<file path="src/rtl/uart_tx.sv">
// uart_tx: 8N1 UART transmitter, one frame per valid/ready handshake, LSB first.
// Define UART_TX_PARITY_EN to insert an even-parity bit between data and stop.
module uart_tx #(
    parameter int CLKS_PER_BIT = 104,
    parameter int DATA_BITS    = 8
) (
    input  logic                 clock,
    input  logic                 reset,
    input  logic [DATA_BITS-1:0] data,
    input  logic                 valid,
    output logic                 ready,
    output logic                 uartTxPin,
    output logic                 busy,
    output logic                 done
);

    localparam int BW = (CLKS_PER_BIT > 1) ? $clog2(CLKS_PER_BIT) : 1;
    localparam int IW = $clog2(DATA_BITS) + 1;

`ifdef UART_TX_PARITY_EN
    typedef enum logic [2:0] {IDLE, START, DATA, PARITY, STOP} state_t;
`else
    typedef enum logic [2:0] {IDLE, START, DATA, STOP} state_t;
`endif

    state_t               state;
    state_t               state_next;
    logic [BW-1:0]        baud;
    logic [IW-1:0]        idx;
    logic [DATA_BITS-1:0] shift;
    logic                 line;
    logic                 line_next;
    logic                 bit_end;
    logic                 accept;
`ifdef UART_TX_PARITY_EN
    logic                 par;
`endif

    assign bit_end   = (baud == BW'(CLKS_PER_BIT - 1));
    assign accept    = valid && (state == IDLE);
    assign ready     = (state == IDLE);
    assign busy      = (state != IDLE);
    assign uartTxPin = line;

    always_comb begin
        state_next = state;
        line_next  = 1'b1;
        done       = 1'b0;
        unique case (state)
            IDLE: begin
                if (accept) state_next = START;
            end
            START: begin
                line_next = 1'b0;
                if (bit_end) state_next = DATA;
            end
            DATA: begin
                line_next = shift[0];
                if (bit_end && idx == IW'(DATA_BITS - 1)) begin
`ifdef UART_TX_PARITY_EN
                    state_next = PARITY;
`else
                    state_next = STOP;
`endif
                end
            end
`ifdef UART_TX_PARITY_EN
            PARITY: begin
                line_next = par;
                if (bit_end) state_next = STOP;
            end
`endif
            STOP: begin
                // done fires in the last stop cycle so ready rises right after it
                done = bit_end;
                if (bit_end) state_next = IDLE;
            end
            default: state_next = IDLE;
        endcase
    end

    always_ff @(posedge clock) begin
        if (reset) begin
            state <= IDLE;
            baud  <= '0;
            idx   <= '0;
            shift <= '0;
            line  <= 1'b1;
`ifdef UART_TX_PARITY_EN
            par   <= 1'b0;
`endif
        end else begin
            state <= state_next;
            line  <= line_next;
            if (state == IDLE || bit_end) baud <= '0;
            else                          baud <= baud + BW'(1);
            if (state == START)                idx <= '0;
            else if (state == DATA && bit_end) idx <= idx + IW'(1);
            if (accept)                        shift <= data;
            else if (state == DATA && bit_end) shift <= shift >> 1;
`ifdef UART_TX_PARITY_EN
            if (accept) par <= ^data;
`endif
        end
    end

endmodule

</file>
<file path="config.mk">
export PLATFORM = sky130hd
export DESIGN_NAME = uart_tx
export DESIGN_NICKNAME = d
export VERILOG_FILES = /design/src/rtl/uart_tx.sv
export SDC_FILE = /design/constraint.sdc
export NUM_CORES = 1
export LEC_CHECK = 0
export ABC_AREA = 1
export CAP_MARGIN = 20
export CORE_MARGIN = 4
export CORE_UTILIZATION = 54
export DETAILED_ROUTE_END_ITERATION = 10
export HOLD_SLACK_MARGIN = 0.08
export PLACE_DENSITY_LB_ADDON = 0.2
export SLEW_MARGIN = 10
export SYNTH_ARGS = -nofsm -noshare
export SYNTH_HDL_FRONTEND = slang
export SYNTH_SLANG_ARGS = --single-unit
</file>
<file path="constraint.sdc">
create_clock -name clock -period 2.2 [get_ports clock]
set_clock_uncertainty 0.2 [all_clocks]
set_input_delay 0.33 -clock clock [delete_from_list [all_inputs] [get_ports clock]]
set_output_delay 0.33 -clock clock [all_outputs]
set_load 0.01 [all_outputs]
</file>
* Yosys cells after proc, flatten, opt, wreduce, memory -nomap -nowiden
Cells that the tools add are included. W data, S select, Z words.
Word-level totals: input bits 11, bits in registers 23, output and inout port bits 4, logic and storage cells 35
Cells by class: equality and inequality tests 9, reduce and logical (&&, ||, !) cells 10, multiplexer cells 9, add/sub/neg operators 2
Operators by type and width (number):
- $mux W8 | 2
- $mux W3 | 4
- $pmux W3 S4 | 1
- $add A7 B1 Y7 const B | 1
- $eq A7 B7 Y1 const B | 1
- $eq A3 B2 Y1 const B | 2
- $ne A2 B2 Y1 const B | 3
- $add A4 B1 Y4 const B | 1
- $eq A4 B3 Y1 const B | 1
- $reduce_and A4 Y1 | 1
- $reduce_or A2 Y1 | 2
- $eq A3 B1 Y1 const B | 1
- $logic_and A1 B1 Y1 | 3
- $logic_not A3 Y1 | 1
- $reduce_bool A3 Y1 | 1
- $ne A2 B1 Y1 const B | 1
- $pmux W1 S2 | 1
- $reduce_bool A2 Y1 | 1
- $logic_or A1 B1 Y1 | 1
- $mux W1 | 1

* Logic depth before layout (Yosys ltp)
Gate-level depths: netlist (run 1).
word-level depth 4, gate-level depth with buffers 10, gate-level depth less buffers 9

* Worst setup path after synthesis (run 1)
Ideal clock, no wire load.
path kind register to register, start register state[0], end register state[0], path buffers 0, data arrival time 1.286 ns, slack 0.599 ns, setup time 0.115 ns, cell stages (with the launch flop) 9, period minus slack after synthesis 1.601 ns, required time 1.885 ns, path through dfxtp_1 -> inv_1 -> ha_1 -> inv_1 -> nor2_1 -> a21oi_1 -> nand3_1 -> nand2_1 -> nor2_1
Between the ends: longest elaborated chain between the ends 4, elaborated cells on any way between the ends 11, classes of those cells eq/ne (7); mux (1); reduce/logical (3)
RTL lines:
- start: declaration | RTL line 26 | state_t state;
- start signal: assignment | RTL line 93 | state <= state_next;
- $logic_not A3 Y1 *
- net ready | RTL line 11 | output logic ready,
- $logic_and A1 B1 Y1 | RTL line 40 | assign accept = valid && (state == IDLE);
- $ne A2 B1 Y1 (no source line)
- $reduce_and A4 Y1 (no source line)
The timed path passes the listed nets; every way through them passes the cells marked *. A chain may end at the register's enable or synchronous reset.

* Worst setup path in the final report (run 1)
start register state[0], end output port ready
Between the ends: longest elaborated chain between the ends 1
RTL lines:
- $logic_not A3 Y1 | RTL line 41 | assign ready = (state == IDLE);
- end: declaration | RTL line 11
Every way passes these cells.

==> flow_summary_export.csv, run 1 <==
group,metric,value,unit
run_status,outcome,"completed",
layout,n_antenna_cell,0,
pwr,internal-power,0.705,mW
clock_tree,numCtsBuffers,3,
clock_tree,cts_tree,"done",
sta,max_slew_margin,77.4,%
clock_tree,htreeDepth,1,
pwr,power.switching,0.426,mW
global_route,grt_pass1_wl,4.06,mm
placed_design,post-place-ws,0.128,ns
synth,avgSynthCellArea,7.57,um2
clock_tree,post_cts_buffers,0,
placed_design,place.gp.congestion,0.733,
route,drc_errors,0,
clock_tree,numClockSinks,22,
critical_path,slowest_delay,0.57,ns
synth,synth_commonest_cells,"nand2_1 (40), dfxtp_1 (22), inv_1 (15), nor2_1 (15)",
synth,ys_warn_count,0,
global_route,track_usage,18.6,%
placed_design,hpwlAfterDp,1.69,mm
layout,fillers,189,
synth,netlist.area_leader.share,36.8,%
clock_tree,clk_pin_slew,0.12,ns
floorplan,coreArea,0.00204,mm2
global_route,grt_overflow,0,
critical_path,cp.arrival,1.56,ns
pwr,leakage,0.533,nW
sta,finalSetupViolCount,0,
sta,worst_slack,0.112,ns
critical_path,path_max_fanout,4,
critical_path,crit_required,1.67,ns
worst_hold_path,hold_path.class,"register to register",
pwr,p_per_area,817,mW/mm2
critical_path,cp_slowest_cell,"clkdlybuf4s50_1",
synth,yosys.area.top_type,"dfxtp_1",
sta,tightest_slew,0.339,ns
synth,synth_most_common_cell,"nand2_1",
global_route,grt_pass1_vias,981,
route,antenna_left,0,
floorplan,die_area,0.00303,mm2
synth,synth_cell_types,26,
worst_hold_path,hold_depth,1,
floorplan,start_util,58.6,%
synth,ys.flop_type,"dfxtp_1",
sta,period_share,94.9,%
pwr,sequentialPowerShare,44.0,%
synth,syn_nets,175,
route,vias,1029,
worst_hold_path,hp-start,"baud[0]$_SDFF_PP0_",
pwr,ir_worst_vdd,651,uV
layout,final_nets,192,
critical_path,reg2reg_from,"state[0]$_SDFFE_PP0P_",
floorplan,rows,16,
synth,synth-seq-cells,22,
synth,async_reset_ff_share,0,%
critical_path,worst_setup_path_end_kind,"output port",
sta,hold_viol,0,
critical_path,crit_type,"register to output port",
layout,area_growth,15.7,%
pwr,swShare,37.6,%
sta,slew_violations,0,
worst_hold_path,min_to,"baud[0]$_SDFF_PP0_",
sta,rsz0062_at_grt,"no",
route,via_per_inst,5.15,
sta,holdWs,0.243,ns
clock_tree,cts_resized,5,
pwr,p_comb_share,39.8,%
route,first_pass_iters,4,
sta,setup-tns-final,0,ns
clock_tree,clkLatencyLatePin,0.30,ns
synth,synth-edff-count,0,
synth,synth_area_leaders,"dfxtp_1 (37%), nand2_1 (13%), ha_1 (6.3%)",
clock_tree,postCtsHoldBufs,0,
route,drt_iter0_drc,18,
floorplan,io_pins,15,
critical_path,r2r_setup_slack,0.49,ns
placed_design,io_buffers,14,
floorplan,dieHeight,55.1,um
global_route,grt_max_degree,15,
critical_path,crit_chain,"inv_1 > ha_1 > clkdlybuf4s50_1",
route,drt-total-wl,2.31,mm
pwr,pwr-share-clk,16.1,%
sta,fin_crit,2.09,ns
pwr,p_total,1.13,mW
synth,synthCells,158,
synth,yosysSeqAreaShare,36.8,%
critical_path,critPathLaunchType,"register",
job,timing.max_cap.violations,0,
synth,synth_area,0.00120,mm2
layout,layout-drive-gt1-share,19.7,%
route,wl_per_cell,11.5,um
clock_tree,cts_root_buf,"clkbuf_4",
critical_path,r2r_cells,8,
clock_tree,clockBufferDepth,2,
global_route,antenna_found_initial,0,
floorplan,die_w,55.1,um
sta,fmax,0.479,GHz
critical_path,reg2reg_to,"state[1]$_SDFFE_PP0P_",
-- state kept, by name, summed over array words and instances (netlist names) --
signal and cells:
uartTxPin 1, state 2, shift 8, idx 4, baud 7
-- metrics by stage --
step           cells  util [%]  instance area [um2]
2_1_floorplan    158         -                 1200
3_3_place_gp     197      66.4                 1360
3_5_place_dp     197      66.4                 1360
4_1_cts          200      67.6                 1380
5_1_grt          200      67.8                 1380
6_report         200      67.8                 1380
-- cells by family after synthesis --
kind of cell	count (synthesis)	share of synthesized area [%]
AO/OA/AOI/OAI	19	9.83
XOR/XNOR	4	2.93
adder cells (fa/ha/maj)	6	6.28
AND/OR/NAND/NOR	86	36.3
flip-flops	22	36.8
buffers and inverters	21	7.84
-- critical path: cells and delay by family, from the launching register on --
family,cells,cell delay (ns)
buffers and inverters,2,0.66
adder cells (fa/ha/maj),1,0.24
flip-flops,1,0.36
-- cells in the final DEF, fill, tap and decap left out, types with 2 or more instances in the layout --
cell / n
clkbuf_4: 3
a21oi_1: 11
nand3_1: 11
nand2_1: 40
dfxtp_1: 19
xor2_1: 3
o21ai_0: 2
ha_1: 5
clkdlybuf4s50_1: 12
nor2_1: 15
inv_1: 15
nand2_2: 5
buf_4: 2
a21oi_2: 6
nand3_2: 7
dfxtp_2: 3
-- per-layer routing --
metal	track usage, %	share of wire [%]	up-vias
met1	23.0	48	480
li1	-	-	533
met5	0	0	-
met4	10.9	2.1	0
met3	3.49	3.2	5
met2	30.1	47	11
-- worst max-delay path by stage --
stage | start | endpoint | depth (start not counted)
after global placement | baud[0]$_SDFF_PP0_ | done | 6
after detailed placement | baud[0]$_SDFF_PP0_ | done | 6
after floorplan | state[0]$_SDFFE_PP0P_ | state[0]$_SDFFE_PP0P_ | 8
after CTS | baud[0]$_SDFF_PP0_ | done | 6
after global routing | state[0]$_SDFFE_PP0P_ | ready | 3
final | state[0]$_SDFFE_PP0P_ | ready | 3
-- final cells by class --
cell class / instances / area (um2) / share of cell area (%)
Multi-Input combinational cell: 115 / 664 / 48.0
Sequential cell: 22 / 444 / 32.1
Timing Repair Buffer: 16 / 154 / 11.1
Inverter: 17 / 65.1 / 4.70
Tap cell: 27 / 33.8 / 2.44
Clock buffer: 3 / 22.5 / 1.63
-- power by group through the flow --
stage	clock network [mW]	registers [mW]	logic (mW)
after global placement	0	0.495	0.437
final	0.183	0.498	0.450
after floorplan	0	0.495	0.318
after CTS	0.188	0.497	0.450
after global routing	0.206	0.506	0.513
after detailed placement	0	0.501	0.454
Note: power is estimated with default switching activity, not from simulation.
==> inputs of run 2 (changes only) <==
- CORE_MARGIN: 4 -> unset
==> run 2 against run 1 <==
Via count shrank 2.9%. Highest routed layer unchanged. Critical endpoint unchanged. Flip-flop and latch count did not move. Combinational power down 2%. Clock power grew 22%.
==> flow_summary_export.csv, run 2 (synthesized netlist as in run 1, its figures left out) <==
group,metric,value,unit
run_status,outcome,"completed",
layout,top_register,"shift",
job,timing.max_cap.violations,0,
layout,layout-drive-gt1-share,20.1,%
global_route,grt_pass1_wl,4.00,mm
critical_path,cp_slowest_cell,"clkdlybuf4s50_1",
critical_path,worst-path-stages,3,
clock_tree,clkLatencyLatePin,0.31,ns
layout,layout_commonest_cell,"nand2_1",
critical_path,cp_num_buf_inv,2,
clock_tree,numClockSinks,22,
route,via_per_inst,4.97,
route,drc_errors,0,
route,drt_iter0_drc,18,
placed_design,hpwlAfterDp,1.66,mm
global_route,track_usage,22.3,%
critical_path,r2r_setup_slack,0.51,ns
placed_design,place.gp.congestion,0.764,
global_route,grt_overflow,0,
critical_path,crit_required,1.67,ns
global_route,grt_pass1_vias,962,
critical_path,reg2reg_to,"shift[6]$_SDFFE_PP0P_",
layout,final_nets,192,
global_route,antenna_found_initial,0,
pwr,p_per_area,835,mW/mm2
critical_path,critPathLaunchType,"register",
clock_tree,cts_root_buf,"clkbuf_4",
floorplan,die_area,0.00241,mm2
clock_tree,clockBufferDepth,2,
placed_design,place_area,0.00136,mm2
pwr,leakage,0.539,nW
sta,fmax,0.486,GHz
critical_path,worst_setup_path_end_kind,"output port",
critical_path,slowest_delay,0.56,ns
floorplan,start_util,59.2,%
floorplan,coreArea,0.00202,mm2
critical_path,cp-endpoint,"ready",
layout,fin_area,0.00139,mm2
route,antenna_left,0,
worst_hold_path,hold_path.class,"register to register",
route,wl_per_cell,11.4,um
clock_tree,numCtsBuffers,3,
global_route,grt_max_degree,15,
placed_design,dp_cells,197,
route,vias,999,
sta,finalSetupViolCount,0,
clock_tree,postCtsHoldBufs,0,
critical_path,r2r_cells,7,
sta,rsz0062_at_grt,"no",
pwr,ir_worst_vdd,854,uV
floorplan,dieHeight,49.1,um
sta,max_slew_margin,79.6,%
layout,reg.largest.list,"shift x8, baud x7, idx x4",
critical_path,reg2reg_from,"baud[0]$_SDFF_PP0_",
sta,slew_violations,0,
sta,period_share,93.6,%
clock_tree,clk_pin_slew,0.12,ns
layout,largest_reg_flops,8,
floorplan,rows,16,
sta,setup-tns-final,0,ns
floorplan,io_pins,15,
placed_design,io_buffers,14,
critical_path,path_max_fanout,4,
critical_path,cpLargestDelayFamily,"buffers and inverters",
clock_tree,post_cts_buffers,0,
critical_path,crit_type,"register to output port",
critical_path,crit_chain,"inv_1 > ha_1 > clkdlybuf4s50_1",
layout,mostFrequentLayoutCells,"nand2_1 (40), dfxtp_1 (20), inv_1 (15), nor2_1 (15), clkdlybuf4s50_1 (12)",
sta,tightest_slew,0.306,ns
clock_tree,htreeDepth,1,
route,drt-total-wl,2.30,mm
layout,layoutNonFillerInstCount,201,
sta,hold_viol,0,
clock_tree,cts_tree,"done",
critical_path,crit_start,"state[0]$_SDFFE_PP0P_",
sta,fin_crit,2.06,ns
layout,n_antenna_cell,0,
critical_path,cp.arrival,1.53,ns
layout,area_growth,16.3,%
route,first_pass_iters,4,
floorplan,die_w,49.1,um
==> run 2: cell count changes in the layout (fill, tap and decap cells not counted) <==
cell,change
clkbuf_2,+1
clkbuf_8,+1
clkdlybuf4s15_1,-1
dfxtp_1,+1
dfxtp_2,-1
==> run 2: how the worst min path moves through the flow <==
stage                             from                 end  slack, ns  cells after the start
global placement    baud[0]$_SDFF_PP0_  baud[0]$_SDFF_PP0_       0.23                      1
global route        baud[0]$_SDFF_PP0_  baud[0]$_SDFF_PP0_       0.30                      1
floorplan           baud[0]$_SDFF_PP0_  baud[0]$_SDFF_PP0_       0.22                      1
finish              baud[0]$_SDFF_PP0_  baud[0]$_SDFF_PP0_       0.27                      1
CTS                 baud[0]$_SDFF_PP0_  baud[0]$_SDFF_PP0_       0.27                      1
detailed placement  baud[0]$_SDFF_PP0_  baud[0]$_SDFF_PP0_       0.25                      1
==> run 2: worst reg2reg max path: cells and delay by family (launching register included) <==
kind	cells	cell delay [ns]
flops	1	0.38
fa+ha+maj	1	0.22
simple gates	5	0.70
compound gates	1	0.13
==> run 2: metal layers <==
| layer | part of all wire (%) | global-route usage [%] | routed length [um] |
|---|---|---|---|
| met1 | 43 | 23.2 | 991 |
| met4 | 1.8 | 11.8 | 42 |
| met5 | 0 | 0 | 0 |
| met3 | 3.2 | 6.85 | 74 |
| met2 | 52 | 39.7 | 1190 |
==> run 2: final cells by class <==
cell class / instances / area, um2
timing repair buffer: 16 / 149
sequential: 22 / 443
multi-input combinational: 115 / 664
clock buffer: 4 / 36.3
inverter: 17 / 65.1
tap: 27 / 33.8
fill: 183 / 631
==> run 2: power by group <==
part           internal, mW  leakage, nW  switching, mW  total (mW)
clock network         0.101       0.0210          0.122       0.223
registers             0.456        0.179         0.0393       0.495
logic                 0.183        0.339          0.259       0.443
total                 0.741        0.539          0.421        1.16
==> run 2: stage by stage <==
step / util (%) / setup WS [ns] / power (mW) / hold slack (ns)
finish: 68.8 / 0.140 / 1.16 / 0.273
global placement: 67.1 / 0.174 / 0.932 / 0.230
CTS: 68.9 / 0.00211 / 1.18 / 0.266
global route: 68.8 / 0.0439 / 1.26 / 0.298
floorplan: - / 0.599 / 0.813 / 0.218
detailed placement: 67.1 / 0.0968 / 0.948 / 0.246
==> run 2: timing repair <==
| action | CTS | global route |
|---|---|---|
| cloned | 0 | 0 |
| endpoints found under the setup margin | 2 | 1 |
| resized for setup | 4 | 3 |
